`config.mk`:
```
export PLATFORM = sky130hd
export DESIGN_NAME = vga_sync_gen
export DESIGN_NICKNAME = d
export VERILOG_FILES = /design/src/rtl/vga_sync_gen.sv
export SDC_FILE = /design/constraint.sdc
export NUM_CORES = 1
export LEC_CHECK = 0
export CAP_MARGIN = 20
export CORE_MARGIN = 2
export CORE_UTILIZATION = 53
export DETAILED_ROUTE_END_ITERATION = 8
export PLACE_DENSITY = 0.77
export SYNTH_ARGS = -nofsm -noshare
export SYNTH_HDL_FRONTEND = slang
export SYNTH_SLANG_ARGS = --single-unit
```
`constraint.sdc`:
```
create_clock -name dclk -period 2.25 [get_ports dclk]
set_clock_uncertainty 0.2 [all_clocks]
set_input_delay 0.3375 -clock dclk [delete_from_list [all_inputs] [get_ports dclk]]
set_output_delay 0.3375 -clock dclk [all_outputs]
set_load 0.02 [all_outputs]
```
`src/rtl/vga_sync_gen.sv`:
```
// vga_sync_gen: raster timing generator, X/Y stage 0, sync/colour stage 1.
// Optional VGA_TEST_PATTERN_EN replaces RGB with colour bars and a white border.
module vga_sync_gen #(
  parameter int H_ACTIVE = 320,
  parameter int H_FP     = 8,
  parameter int H_SYNC   = 48,
  parameter int H_BP     = 24,
  parameter int V_ACTIVE = 480,
  parameter int V_FP     = 10,
  parameter int V_SYNC   = 2,
  parameter int V_BP     = 33
) (
  input  logic       dclk,
  input  logic       clr,
  input  logic [2:0] RGB,
  output logic       hsync,
  output logic       vsync,
  output logic       red_vga,
  output logic       green_vga,
  output logic       blue_vga,
  output logic [9:0] X,
  output logic [9:0] Y,
  output logic       frame_start
);

  localparam int H_TOT = H_ACTIVE + H_FP + H_SYNC + H_BP;
  localparam int V_TOT = V_ACTIVE + V_FP + V_SYNC + V_BP;

  localparam logic [9:0] H_LAST = 10'(H_TOT - 1);
  localparam logic [9:0] V_LAST = 10'(V_TOT - 1);
  localparam logic [9:0] H_VIS  = 10'(H_ACTIVE);
  localparam logic [9:0] V_VIS  = 10'(V_ACTIVE);
  localparam logic [9:0] HS_BEG = 10'(H_ACTIVE + H_FP);
  localparam logic [9:0] HS_END = 10'(H_ACTIVE + H_FP + H_SYNC);
  localparam logic [9:0] VS_BEG = 10'(V_ACTIVE + V_FP);
  localparam logic [9:0] VS_END = 10'(V_ACTIVE + V_FP + V_SYNC);

  generate
    if (H_TOT > 1023 || V_TOT > 1023) begin : g_bad_timing
      $error("vga_sync_gen: H_TOT/V_TOT must fit 10 bits");
    end
  endgenerate

  logic [9:0] hcnt_q, hcnt_d;
  logic [9:0] vcnt_q, vcnt_d;
  logic [9:0] x_q, x_d;
  logic [9:0] y_q, y_d;
  logic [9:0] hd_q, hd_d;
  logic [9:0] vd_q, vd_d;
  logic       vis0_q, vis0_d;
  logic       fs_q, fs_d;
  logic       hs_q, hs_d;
  logic       vs_q, vs_d;
  logic       vis1_q, vis1_d;
  logic [2:0] col_q, col_d;

  // pixel/line counters: hcnt wraps each line, vcnt advances on wrap
  always_comb begin
    hcnt_d = hcnt_q + 10'd1;
    vcnt_d = vcnt_q;
    if (hcnt_q == H_LAST) begin
      hcnt_d = '0;
      vcnt_d = (vcnt_q == V_LAST) ? 10'd0 : vcnt_q + 10'd1;
    end
  end

  // stage 0: coordinates, visibility and frame pulse from the counters
  always_comb begin
    vis0_d = (hcnt_q < H_VIS) && (vcnt_q < V_VIS);
    x_d    = vis0_d ? hcnt_q : 10'd0;
    y_d    = vis0_d ? vcnt_q : 10'd0;
    fs_d   = (hcnt_q == 10'd0) && (vcnt_q == 10'd0);
    hd_d   = hcnt_q;
    vd_d   = vcnt_q;
  end

  // stage 1: syncs from the delayed counters, colour for the X/Y just shown
  always_comb begin
    hs_d   = !((hd_q >= HS_BEG) && (hd_q < HS_END));
    vs_d   = !((vd_q >= VS_BEG) && (vd_q < VS_END));
    vis1_d = vis0_q;
`ifdef VGA_TEST_PATTERN_EN
    if ((x_q == 10'd0) || (x_q == H_VIS - 10'd1) ||
        (y_q == 10'd0) || (y_q == V_VIS - 10'd1))
      col_d = 3'b111;
    else
      col_d = x_q[8:6];
`else
    col_d = RGB;
`endif
  end

`ifdef VGA_TEST_PATTERN_EN
  logic unused_rgb;
  assign unused_rgb = ^RGB;
`endif

  // all pipeline state, cleared asynchronously by clr
  always_ff @(posedge dclk or negedge clr) begin
    if (!clr) begin
      hcnt_q <= '0;
      vcnt_q <= '0;
      x_q    <= '0;
      y_q    <= '0;
      hd_q   <= '0;
      vd_q   <= '0;
      vis0_q <= 1'b0;
      fs_q   <= 1'b0;
      hs_q   <= 1'b1;
      vs_q   <= 1'b1;
      vis1_q <= 1'b0;
      col_q  <= '0;
    end else begin
      hcnt_q <= hcnt_d;
      vcnt_q <= vcnt_d;
      x_q    <= x_d;
      y_q    <= y_d;
      hd_q   <= hd_d;
      vd_q   <= vd_d;
      vis0_q <= vis0_d;
      fs_q   <= fs_d;
      hs_q   <= hs_d;
      vs_q   <= vs_d;
      vis1_q <= vis1_d;
      col_q  <= col_d;
    end
  end

  assign X           = x_q;
  assign Y           = y_q;
  assign frame_start = fs_q;
  assign hsync       = hs_q;
  assign vsync       = vs_q;
  assign {red_vga, green_vga, blue_vga} = vis1_q ? col_q : 3'b000;

endmodule
```
Yosys cells after proc, flatten, opt, wreduce, memory -nomap -nowiden
Index checks and enable logic that the tools add are counted.

Register bits: 68. Bits of input ports: 5. Output and inout port bits: 26.

Add/subtract/negate cells: 2. Magnitude comparators: 6. Equal/unequal tests: 2. Mux-type cells: 5. Reductions and logical operators: 8.

Operators with widths (count): less-than comparator 10 x 9 -> 1 bit (second input constant) (4); two-way mux 10 bit (4); adder 10 x 1 -> 10 bit (second input constant) (2); >= comparator 10 x 9 -> 1 bit (second input constant) (2); zero test 10 bit (2); == test 10 bit (second input constant) (1); == test 10 x 9 -> 1 bit (second input constant) (1); logical AND 1 bit (4); two-way mux 3 bit (1); zero test 1 bit (2).

Depth between registers and ports, before layout
Gate-level depths: netlist (run 1).

Depth in word-level cells: 3. Mapped depth: 6.

Least setup slack after synthesis (run 1)
Ideal clock, no wire load.

Kind: register to register. From: register hcnt_q[4]. To: register vcnt_q[9]. Setup time: 0.124 ns. Arrival time: 1.515 ns. Required time: 1.926 ns. Path slack: 0.411 ns. Cell stages (with the launch flop): 6. Clock period less this slack: 1.839 ns. Cell sequence: dfrtp_1 > buf_6 > or2_4 > or4_4 > o21ai_0 > a211oi_1.

Longest elaborated chain between the ends: 1.

Ends and longest elaborated chain: start: declaration (RTL line 44) `logic [9:0] hcnt_q, hcnt_d;`; start signal: assignment (RTL line 114) `hcnt_q <= hcnt_d;`; == test 10 x 9 -> 1 bit (RTL line 61) `if (hcnt_q == H_LAST) begin`; end signal: assignment (RTL line 115) `vcnt_q <= vcnt_d;`; end: declaration (RTL line 45) `logic [9:0] vcnt_q, vcnt_d;`.

No other way between the ends. A chain may end at the register's enable or synchronous reset.

Worst setup path after layout (run 1)
From: register hs_q (netlist: hsync). To: output port hsync.

RTL lines: start: declaration (RTL line 52) `logic hs_q, hs_d;`; start signal: assignment (RTL line 122) `hs_q <= hs_d;`; end: declaration (RTL line 16) `output logic hsync,`.

No word-level cell between the ends.

==> results of run 1 <==
==> worst register-to-register path, cell delays in order, from the launching register on <==
cell and delay, ns:
dfrtp_1 0.42, ha_1 0.26, and3_1 0.26, nand3_2 0.17, nor4b_1 0.38, xor2_1 0.18
==> worst max-delay path by stage <==
stage	from	to	slack, ns	depth (start not counted)
final	hsync	hsync	0.28	1
after global routing	hcnt_q[0]	vcnt_q[8]	0.22	5
after CTS	hsync	hsync	0.26	1
after detailed placement	hcnt_q[4]	vcnt_q[7]	0.33	4
after global placement	hcnt_q[4]	vcnt_q[7]	0.40	4
after floorplan	hcnt_q[4]	vcnt_q[9]	0.41	5
==> per-layer routing <==
| layer | part of all wire, % | track usage [%] | wire [um] |
|---|---|---|---|
| met2 | 46 | 26.6 | 1910 |
| met4 | 2.5 | 11.5 | 103 |
| met1 | 46 | 24.7 | 1900 |
| met5 | 0 | 0 | 0 |
| met3 | 4.7 | 5.20 | 194 |
==> registers in the layout (all words and copies together), names as in the netlist <==
signal	flops
X	10
Y	10
hcnt_q	10
vcnt_q	10
vd_q	9
hd_q	7
col_q	3
frame_start	1
hsync	1
vis0_q	1
vis1_q	1
vsync	1
==> metrics by stage <==
step	util [%]	cells	area (um2)	power, W	setup slack (ns)
3_5_place_dp	63.5	272	2790	0.00123	0.330
5_1_grt	68.8	289	3020	0.00236	0.222
3_3_place_gp	63.5	272	2790	0.00123	0.396
2_1_floorplan	-	193	2420	0.00119	0.411
6_report	68.8	289	3020	0.00228	0.276
4_1_cts	68.8	289	3020	0.00230	0.264
==> layout make-up <==
cell class                      instances  area (um2)  share of cell area (%)
Clock inverter                          5        80.1                    2.65
Clock buffer                           11         141                    4.69
Multi-Input combinational cell        116         759                    25.2
Sequential cell                        64        1600                    53.2
Tap cell                               52        65.1                    2.16
Inverter                                7        26.3                   0.871
Timing Repair Buffer                   34         340                    11.3
==> logic make-up (layout without fill, tap and decap cells) <==
group / after synthesis / count (layout) / share of synthesized area [%]
XOR/XNOR: 10 / 10 / 3.62
buffers and inverters: 13 / 57 / 2.48
flip-flops: 64 / 64 / 66.3
other: 1 / 2 / 0.155
adder cells (fa/ha/maj): 4 / 4 / 2.07
AO/OA/AOI/OAI: 13 / 13 / 3.00
multiplexers: 1 / 1 / 0.414
AND/OR/NAND/NOR: 86 / 86 / 22.0
==> cell usage in the layout (no fill, tap or decap), types with 4 or more instances in the layout <==
| cell type | synthesis | layout |
|---|---|---|
| and2_1 | 22 | 22 |
| inv_1 | 7 | 7 |
| nand2_1 | 12 | 12 |
| ha_1 | 4 | 4 |
| nand3_1 | 11 | 11 |
| nor3_1 | 4 | 4 |
| clkbuf_8 | 0 | 10 |
| nor2_1 | 6 | 6 |
| nand4_1 | 7 | 7 |
| xnor2_1 | 6 | 6 |
| clkdlybuf4s50_1 | 0 | 29 |
| dfrtp_1 | 62 | 62 |
| xor2_1 | 4 | 4 |
| o21ai_0 | 8 | 8 |
==> power by group through the flow <==
stage / registers, W / logic (W) / clock network, W
6_report: 0.00116 / 0.0000491 / 0.00108
5_1_grt: 0.00116 / 0.0000556 / 0.00115
4_1_cts: 0.00116 / 0.0000516 / 0.00110
3_5_place_dp: 0.00118 / 0.0000503 / 0
3_3_place_gp: 0.00118 / 0.0000494 / 0
2_1_floorplan: 0.00118 / 0.00000602 / 0
==> impl.org, run 1 <==
** Outcome
- Status :: finished, final reports clean

** Setup path
- The setup check on the worst reg-to-reg path leaves a slack of 0.30 ns.
- Startpoint Class :: flip-flop
- Worst path max stage delay :: 0.59 ns
- Endpoint of the worst-slack reg-to-reg timing path :: vcnt_q[8]
- The startpoint identified for the worst register-to-register timing path is hcnt_q[0].
- STA puts the critical path data required time at 1.71 ns.
- Along the worst path, the maximum fanout reaches 1.
- Nature of the critical path endpoint :: primary output
- For the worst flop-to-flop path, the logic depth is 5.
- Counting both buffers and inverters, the worst setup path holds a total of 1.
- Grouping stages by cell kind, the critical path spends the most delay in buffers and inverters.
- Worst setup path category :: reg -> out
- Sequence of cells on the critical path :: clkdlybuf4s50_1
- Data on the critical path arrives at its endpoint at 1.44 ns.
- Cell with the largest stage delay on the worst path :: clkdlybuf4s50_1

** Placement
- Detailed placement ended at an HPWL of 2.78 mm.
- Placer congestion estimate :: 0.913
- Buffers placed on the I/O ports in this run total 30.

** Die
- From left edge to right edge, the die measures 71.6 um.
- Height of the die :: 71.6 um
- Die area :: 5120 um2
- Standard-cell row count :: 24
- Number of top-level design ports :: 31
- Area inside the core boundary :: 4380 um2
- The initial utilization of the core area, before any placement, comes to 55.2%.

** Power
- Net switching is 20.1% of the power.
- Power Density :: 757 nW/um2
- Flop pwr share :: 50.6%
- Per report_power, the combinational group accounts for 2.1% of the total.
- IR analysis of the VDD net gives a maximum drop of 0.472 mV.
- Relative contribution of the clock network to total power :: 47.2%
- In this run the power spent charging and discharging nets is 0.000458 W.
- Summed over all cells, the static leakage comes to 1.35 nW.
- The internal power of the cells totals 0.00183 W.

** Worst hold path
- The worst hold path terminates at vis1_q.
- The min-delay analysis places its worst path in the category reg -> reg.
- The worst hold path was traced through 0 stages.
- In this run the most critical hold path is launched from vis0_q.

** Global route
- The total overflow left after global routing is 0.
- The via count of the first global-routing pass is 1,479.
- Entering global routing, the biggest net connects 48 pins.
- Initial antenna violation count :: 0
- First-pass GRT wire length :: 7.02 mm
- Tot GR Track Use :: 18.4%

** Yosys
- By instance count, the leading cell after synthesis is dfrtp_1.
- Mean cell area of the mapped netlist :: 12.6 um2
- After synthesis, flip-flops and latches occupy 66.3% of the total area.
- After synthesis, the share of flip-flops with an asynchronous set or reset is 100%.
- Share of the synthesized area in the top cell type :: 64.1%
- Mapped cell area :: 2420 um2
- Dominant synthesized flop cell :: dfrtp_1
- The synthesized design contains 64 register bits.
- Sorting the synthesized cells by area gives the leading types as dfrtp_1 64%, and2_1 5.7%, nand3_1 2.3%.
- Ranked by instance count, the synthesized netlist is headed by 62 x dfrtp_1, 22 x and2_1, 12 x nand2_1.
- Number of distinct library cells after synthesis :: 40
- For this run, the number of Yosys warnings is 0.
- Synthesis handed over a netlist of 192 instances.
- The synthesized design contains 0 enable-type register cells.
- The synthesized design spends more area on one cell type than any other, namely dfrtp_1.

** Detailed routing
- DRC violations left :: 0
- For this block, the routed nets add up to 4.10 mm of wire.
- Via total after detailed routing :: 1,532
- The first TritonRoute pass finished after 4 iterations.
- After detailed routing, the average wire length per cell comes to 14.2 um.
- Via-per-instance ratio :: 5.30
- Post-route ant nets :: 0
- In this run, the number of DRC markers left after iteration 0 of detailed routing was 74.

** Finish
- Layout filler cell count :: 328
- Of the cells placed in the final design, the portion with a size suffix greater than 1 is 12.7%.
- Ant diodes :: 0
- From synthesis to final layout, the design area changed by 24.7%.
- For this run, the post-layout net count is 241.

** CTS
- Reg clk slew, reported paths :: 0.07 ns
- Htree depth :: 3
- Clock latency on the worst-skew pair, taken at its later pin, is 0.34 ns.
- The root buffer cell chosen for the clock tree is clkbuf_8.
- Counting every sink on the clock net gives 64.
- The number of setup buffers added after CTS is 0.
- Number of buffers created by CTS :: 9
- In this run, post-CTS repair resized a total of 0 instances.
- Clock tree from TritonCTS :: done
- The clock passes through at most 2 buffers.
- Quantity of hold-fixing buffers added after cts :: 1

** Timing
- Hold violation total from the final report :: 0
- Based on the critical path, the design can be clocked at up to 0.507 GHz.
- Setup repair after global routing left no endpoint under its margin.
- Setup violations remaining at the end of the flow were counted as 0.
- Period Utilization, post-route :: 87.7%
- The count of pins over their slew limit came to 0.
- Summed over all failing endpoints, the final setup total negative slack is 0 ns.
- Final worst path period need :: 1.97 ns
- Headroom to the max-slew limit came out at 66.5%.
- Across all hold checks on the routed design, the worst slack comes to 0.149 ns.
- Worst Tran Pin Value :: 0.500 ns

** Job
- Max-cap violations :: 0
Note: power is estimated with default switching activity, not from simulation.
==> run 2: changes to the inputs <==
--- a/config.mk
+++ b/config.mk
@@ -9,7 +9,8 @@
 export CORE_MARGIN = 2
 export CORE_UTILIZATION = 53
 export DETAILED_ROUTE_END_ITERATION = 8
-export PLACE_DENSITY = 0.77
+export PLACE_DENSITY = 0.88
 export SYNTH_ARGS = -nofsm -noshare
 export SYNTH_HDL_FRONTEND = slang
 export SYNTH_SLANG_ARGS = --single-unit
+export TNS_END_PERCENT = 5
==> impl.org, run 2 (synthesis results as in run 1) <==
** Outcome
- Status :: finished, final reports clean

** Timing
- Post-route worst setup slack :: 0.161 ns
- Normalized max-slew margin :: 59.2%
- Worst Tran Pin Value :: 0.612 ns
- RSZ-0062 raised after global routing :: no
- Final worst path period need :: 2.09 ns
- Setup violations remaining at the end of the flow were counted as 0.
- Max-slew violation total from the final report :: 0
- Hold violation total from the final report :: 0
- Dividing the final minimum period by the clock period gives 92.9%.
- Maximum operating frequency :: 0.479 GHz
- Summed over all failing endpoints, the final setup total negative slack is 0 ns.

** Global route
- Via count of the first global-routing pass :: 1,553
- Overflow left after global routing :: 0
- First-pass GRT wire length :: 7.36 mm
- In the global route stage, overall resource usage came out at 19.7%.
- Entering global routing, the biggest net connects 38 pins.
- The number of antenna violations at the first check in global routing is 0.

** Job
- Max-cap violations in this run came to 0.

** CTS
- TritonCTS built the clock tree.
- Resize count post-CTS :: 0
- Reg clk slew, reported paths :: 0.06 ns
- Number of buffers created by CTS :: 9
- CTS root buffer :: clkbuf_8
- The longest clock path from root to sink contains 2 buffers.
- Sink count of the clock tree :: 64
- Insertion delay of the later-clocked pin in the worst-skew pair :: 0.34 ns
- Htree depth :: 3

** Finish
- Post-layout nets :: 241
- Layout filler cell count :: 302
- Most used cells in the layout excluding fill and tap cells :: 62 x dfrtp_1, 29 x clkdlybuf4s50_1, 22 x and2_1
- Commonest non-fill, non-tap cell in the layout :: dfrtp_1
- Leaving out filler cells and counting taps, the final layout contains 289.
- Ant diodes :: 0
- The post-route netlist has 11.8% of its cells at a drive strength greater than 1.
- Compared with the post-synthesis result, the final layout area differs by 24.4%.
- Fin area :: 3010 um2

** Setup path
- The worst setup path is of the reg -> reg kind.
- Data arrives at the worst endpoint at 2.10 ns.
- WP data required :: 2.26 ns
- Worst path max stage delay :: 0.59 ns
- Cell family contributing the most delay on the critical path :: simple AND/OR/NAND/NOR gates
- STA classifies the critical path startpoint as a flip-flop.
- Worst Path Buf+Inv :: 0
- Cell with the largest stage delay on the worst path :: or4_4
- Traced cell by cell, the critical path runs through nand4bb_1 > or4_4 > o21ai_0 > a211oi_1.
- STA classifies the critical path endpoint as a flip-flop.
- Critical path peak fanout :: 6
- Reg-to-reg slack, setup :: 0.16 ns

** Die
- The die is 71.6 um tall.
- Starting density of the core :: 55.2%
- The floorplan step defined a die boundary enclosing 5120 um2.
- The region available for standard cell placement spans 4380 um2.
- 31 I/O pins were placed.
- Standard-cell row count :: 24
- Die extent in x :: 71.6 um

** Worst hold path
- Hold crit path type :: reg -> reg

** Power
- In this run the static leakage power is 1.35 nW.
- Internal Dissipation :: 0.00183 W
- Power share of the combinational group :: 2.2%
- Power Density :: 754 nW/um2
- Switching Fraction :: 19.5%
- The analysis attributes to net switching a power of 0.000442 W.
- IR analysis of the VDD net gives a maximum drop of 0.359 mV.
- Relative contribution of the clock network to total power :: 46.9%
- The share of total power dissipated in sequential elements is 51.0%.

** Placement
- During placement, the flow inserted port buffers numbering 30.
- HPWL after detailed placement :: 2.94 mm
- At the end of routability-driven placement, the weighted congestion stood at 0.894.
- The placed instances occupy a cell area of 2790 um2.
- Prior to clock tree synthesis, the placed netlist has a worst setup slack of 0.318 ns.
- Including well taps, the total number of placed cells is 272.

** Detailed routing
- Via total after detailed routing :: 1,544
- DRC marker count from the first detailed-route iteration :: 138
- Post-route ant nets :: 0
- In the routed design, unresolved DRC markers number 0.
- Drt pass-1 iters :: 4
- The routed design has 4.42 mm of wire.
- In the final routed layout, each cell accounts on average for 15.3 um.
- In the routed layout, each cell is associated on average with a via count of 5.34.
## run 2: cell types whose count changed in the layout (fill, tap and decap cells not counted)
cell | before | now
clkinvlp_4 | 2 | 0
clkbuf_1 | 1 | 3
## run 2: worst reg2reg max path: stages (launching register included)
cell and delay [ns]:
dfrtp_1 0.49, nand4bb_1 0.29, or4_4 0.60, o21ai_0 0.29, a211oi_1 0.10
## run 2: layer usage
layer | routed length, um | global-route usage (%)
met1 | 1920 | 25.0
met3 | 238 | 5.77
met2 | 2160 | 30.2
met4 | 101 | 11.3
met5 | 0 | 0
## run 2: power groups by stage
stage / Sequential, W / Clock (W) / Combinational, W
after floorplan: 0.00118 / 0 / 0.00000602
after global placement: 0.00118 / 0 / 0.0000486
after detailed placement: 0.00118 / 0 / 0.0000505
after CTS: 0.00116 / 0.00108 / 0.0000519
after global routing: 0.00116 / 0.00113 / 0.0000563
final: 0.00116 / 0.00106 / 0.0000497
## run 2: worst paths after layout
check                          start   endpoint  cells after the start
setup reg to reg           hcnt_q[9]  vcnt_q[9]                      4
hold reg to reg               vis0_q     vis1_q                      0
setup / recovery           hcnt_q[9]  vcnt_q[9]                      4
min in group asynchronous        clr    vd_q[7]                      2
hold / removal                vis0_q     vis1_q                      0
max in group asynchronous        clr      hsync                      3
## run 2: cell type report
class	count	area [um2]	share of cell area, %
timing repair buffer	34	340	11.3
clock buffer	13	149	4.95
multi-input combinational	116	759	25.2
sequential	64	1600	53.3
inverter	7	26.3	0.873
clock inverter	3	65.1	2.16
tap	52	65.1	2.16
## run 2: what timing repair did
action | CTS | global route
buffers inserted | 0 | 0
endpoints found under the hold margin | 26 | 0
hold buffers | 1 | 0
## run 2: metrics by stage
step / hold WS [ns] / utilization, % / power (W)
after global placement: 0.133 / 63.5 / 0.00123
after detailed placement: 0.136 / 63.5 / 0.00123
after floorplan: -0.158 / - / 0.00119
after CTS: 0.150 / 68.6 / 0.00229
after global routing: 0.170 / 68.6 / 0.00234
final: 0.147 / 68.6 / 0.00227
==> run 3: changes to the inputs <==
--- a/config.mk
+++ b/config.mk
@@ -10,6 +10,7 @@
 export CORE_UTILIZATION = 53
 export DETAILED_ROUTE_END_ITERATION = 8
 export PLACE_DENSITY = 0.88
+export RECOVER_POWER = 50
 export SYNTH_ARGS = -nofsm -noshare
 export SYNTH_HDL_FRONTEND = slang
 export SYNTH_SLANG_ARGS = --single-unit
==> impl.org, run 3 (synthesis results as in run 1) <==
** Outcome
- The run finished with clean final reports.

** Timing
- For this run, the top clock speed supported by timing is 0.479 GHz.
- Setup-violating endpoint count in the final report :: 0
- RSZ-0062 raised after global routing :: no
- In the finished design, the share of the clock period the worst path needs comes to 92.8%.
- Normalized max-slew margin :: 57.2%
- At the pin with the least slew margin, the transition time is 0.642 ns.
- Setup TNS after final layout :: 0 ns
- Hold violation total from the final report :: 0
- Final worst path period need :: 2.09 ns
- The count of pins over their slew limit came to 0.

** Die
- From bottom edge to top edge, the die measures 71.6 um.
- The die covers 5120 um2.
- Once the floorplan was initialized, standard cells occupied 55.2% of the core.
- The die is 71.6 um wide.
- Standard-cell row count :: 24
- The total area inside the core boundary comes to 4380 um2.
- Number of top-level design ports :: 31

** Global route
- After global routing the overflow that remains totals 0.
- Maximum number of pins on one net before global-route repair :: 38
- Via count of the first global-routing pass :: 1,553
- Tot GR Track Use :: 19.7%
- First-pass GRT wire length :: 7.36 mm
- The number of antenna violations at the first check in global routing was 0.

** Finish
- Registers take 1600 um2.
- Layout filler cell count :: 303
- In the layout the commonest cells are 62 x dfrtp_1, 26 x clkdlybuf4s50_1, 22 x and2_1.
- Ant diodes :: 0
- The multi-input combinational cells in the finished layout cover a total of 759 um2.
- The area growth from synthesis to layout is 23.8%.
- The library cell used most frequently in the layout, excluding fill and tap cells, is dfrtp_1.
- Share of final-layout standard cells stronger than drive strength 1 :: 11.8%
- Post-layout nets :: 241

** Power
- The worst-case IR drop observed on VDD is 0.359 mV.
- In this run the power density over the cells is 756 nW/um2.
- Per report_power, the sequential group accounts for 51.1% of the total.
- P_leak :: 1.35 nW
- Cell internal power was estimated by the tool at 0.00182 W.
- The design draws 0.00227 W.
- Net load switching power :: 0.000441 W
- Switching Fraction :: 19.5%
- The clock network is responsible for 46.9% of the overall power.
- Power share of the combinational group :: 2.0%

** CTS
- Sink count of the clock tree :: 64
- Clock tree from TritonCTS :: done
- Postcts setup bufs :: 0
- CTS root buffer :: clkbuf_8
- In this run the number of H-tree levels came out at 3.
- Insertion delay of the later-clocked pin in the worst-skew pair :: 0.34 ns
- Maximum buffer depth of the clock tree :: 2
- Buffers inserted during clock tree synthesis total 9.
- Reg clk slew, reported paths :: 0.06 ns

** Setup path
- The worst setup path is captured at a flip-flop.
- Cell with the largest stage delay on the worst path :: or4_4
- Worst setup path category :: reg -> reg
- Depth of the most critical reg-to-reg path :: 4
- The largest single stage delay on the critical path is 0.59 ns.
- WP data required :: 2.26 ns
- In this run the worst path has a maximum fanout of 6.
- Data arrives at the worst endpoint at 2.10 ns.
- STA classifies the critical path startpoint as a flip-flop.
- The signal on the critical path passes through nand4bb_1 > or4_4 > o21ai_0 > a211oi_1.

** Detailed routing
- Drt pass-1 iters :: 4
- The routed layout has 1,543 vias.
- Routed Wire Length :: 4.42 mm
- Via-per-instance ratio :: 5.34
- The first routing iteration left 138 violations.
- In the final routed layout, each cell accounts on average for 15.3 um.
- Post-route ant nets :: 0
- DRC violations left :: 0

** Placement
- Placer congestion estimate :: 0.894
- Quantity of I/O buffers inserted on ports :: 30
- Detailed placement ended at an HPWL of 2.94 mm.

** Worst hold path
- Number of instances on the worst hold path :: 0
- The path class of the tightest hold or removal check is reg -> reg.

** Job
- The tool flagged a number of max-cap violations equal to 0.
==> run 3: cell types whose count changed in the layout (fill, tap and decap cells not counted) <==
cell	before	now
buf_12	1	0
buf_2	1	0
clkbuf_4	0	1
clkbuf_2	0	1
dlygate4sd3_1	1	4
clkdlybuf4s50_1	29	26
==> run 3: path summary, 6_finish.rpt <==
kind | start | end | slack (ns)
worst max-delay path | hcnt_q[9] | vcnt_q[9] | 0.16
worst min-delay path | vis0_q | vis1_q | 0.15
worst max register to register | hcnt_q[9] | vcnt_q[9] | 0.16
worst min register to register | vis0_q | vis1_q | 0.15
max in group asynchronous | clr | hsync | 0.49
min in group asynchronous | clr | vd_q[7] | 0.35
==> run 3: metrics by stage <==
stage | utilization (%) | setup WS, ns | hold slack [ns] | cell area (um2) | std cells
after floorplan | - | 0.411 | -0.158 | 2420 | 193
after global placement | 63.5 | 0.376 | 0.133 | 2790 | 272
after detailed placement | 63.5 | 0.318 | 0.136 | 2790 | 272
after CTS | 68.6 | 0.174 | 0.150 | 3010 | 289
after global routing | 68.4 | 0.0918 | 0.170 | 3000 | 289
final | 68.4 | 0.161 | 0.147 | 3000 | 289
==> run 3: layer usage <==
metal	vias up	share of wire [%]	global-route usage (%)
met3	12	5.4	5.77
met4	0	2.3	11.3
li1	727	-	-
met5	-	0	0
met2	40	49	30.2
met1	764	43	25.0
==> run 3: power by group through the flow <==
stage | Clock [W] | Sequential (W) | Combinational (W)
6_report | 0.00106 | 0.00116 | 0.0000456
5_1_grt | 0.00113 | 0.00116 | 0.0000521
4_1_cts | 0.00108 | 0.00116 | 0.0000519
3_5_place_dp | 0 | 0.00118 | 0.0000505
3_3_place_gp | 0 | 0.00118 | 0.0000486
2_1_floorplan | 0 | 0.00118 | 0.00000602
==> run 3: worst max-delay path: cells and delay by family, from the launching register on <==
| family | cells | cell delay, ns |
|---|---|---|
| simple gates | 2 | 0.87 |
| compound gates | 2 | 0.39 |
| flops | 1 | 0.49 |
==> run 3: final cells by class <==
cell class | instances | area share (%)
Timing Repair Buffer | 34 | 10.9
Sequential cell | 64 | 53.5
Multi-Input combinational cell | 116 | 25.3
Inverter | 7 | 0.877
Tap cell | 52 | 2.17
Clock inverter | 3 | 2.17
Clock buffer | 13 | 4.97
==> run 3: timing repair <==
item	CTS	global route
hold buffers	1	0
resized for setup	0	0
hold endpoints to repair	26	0
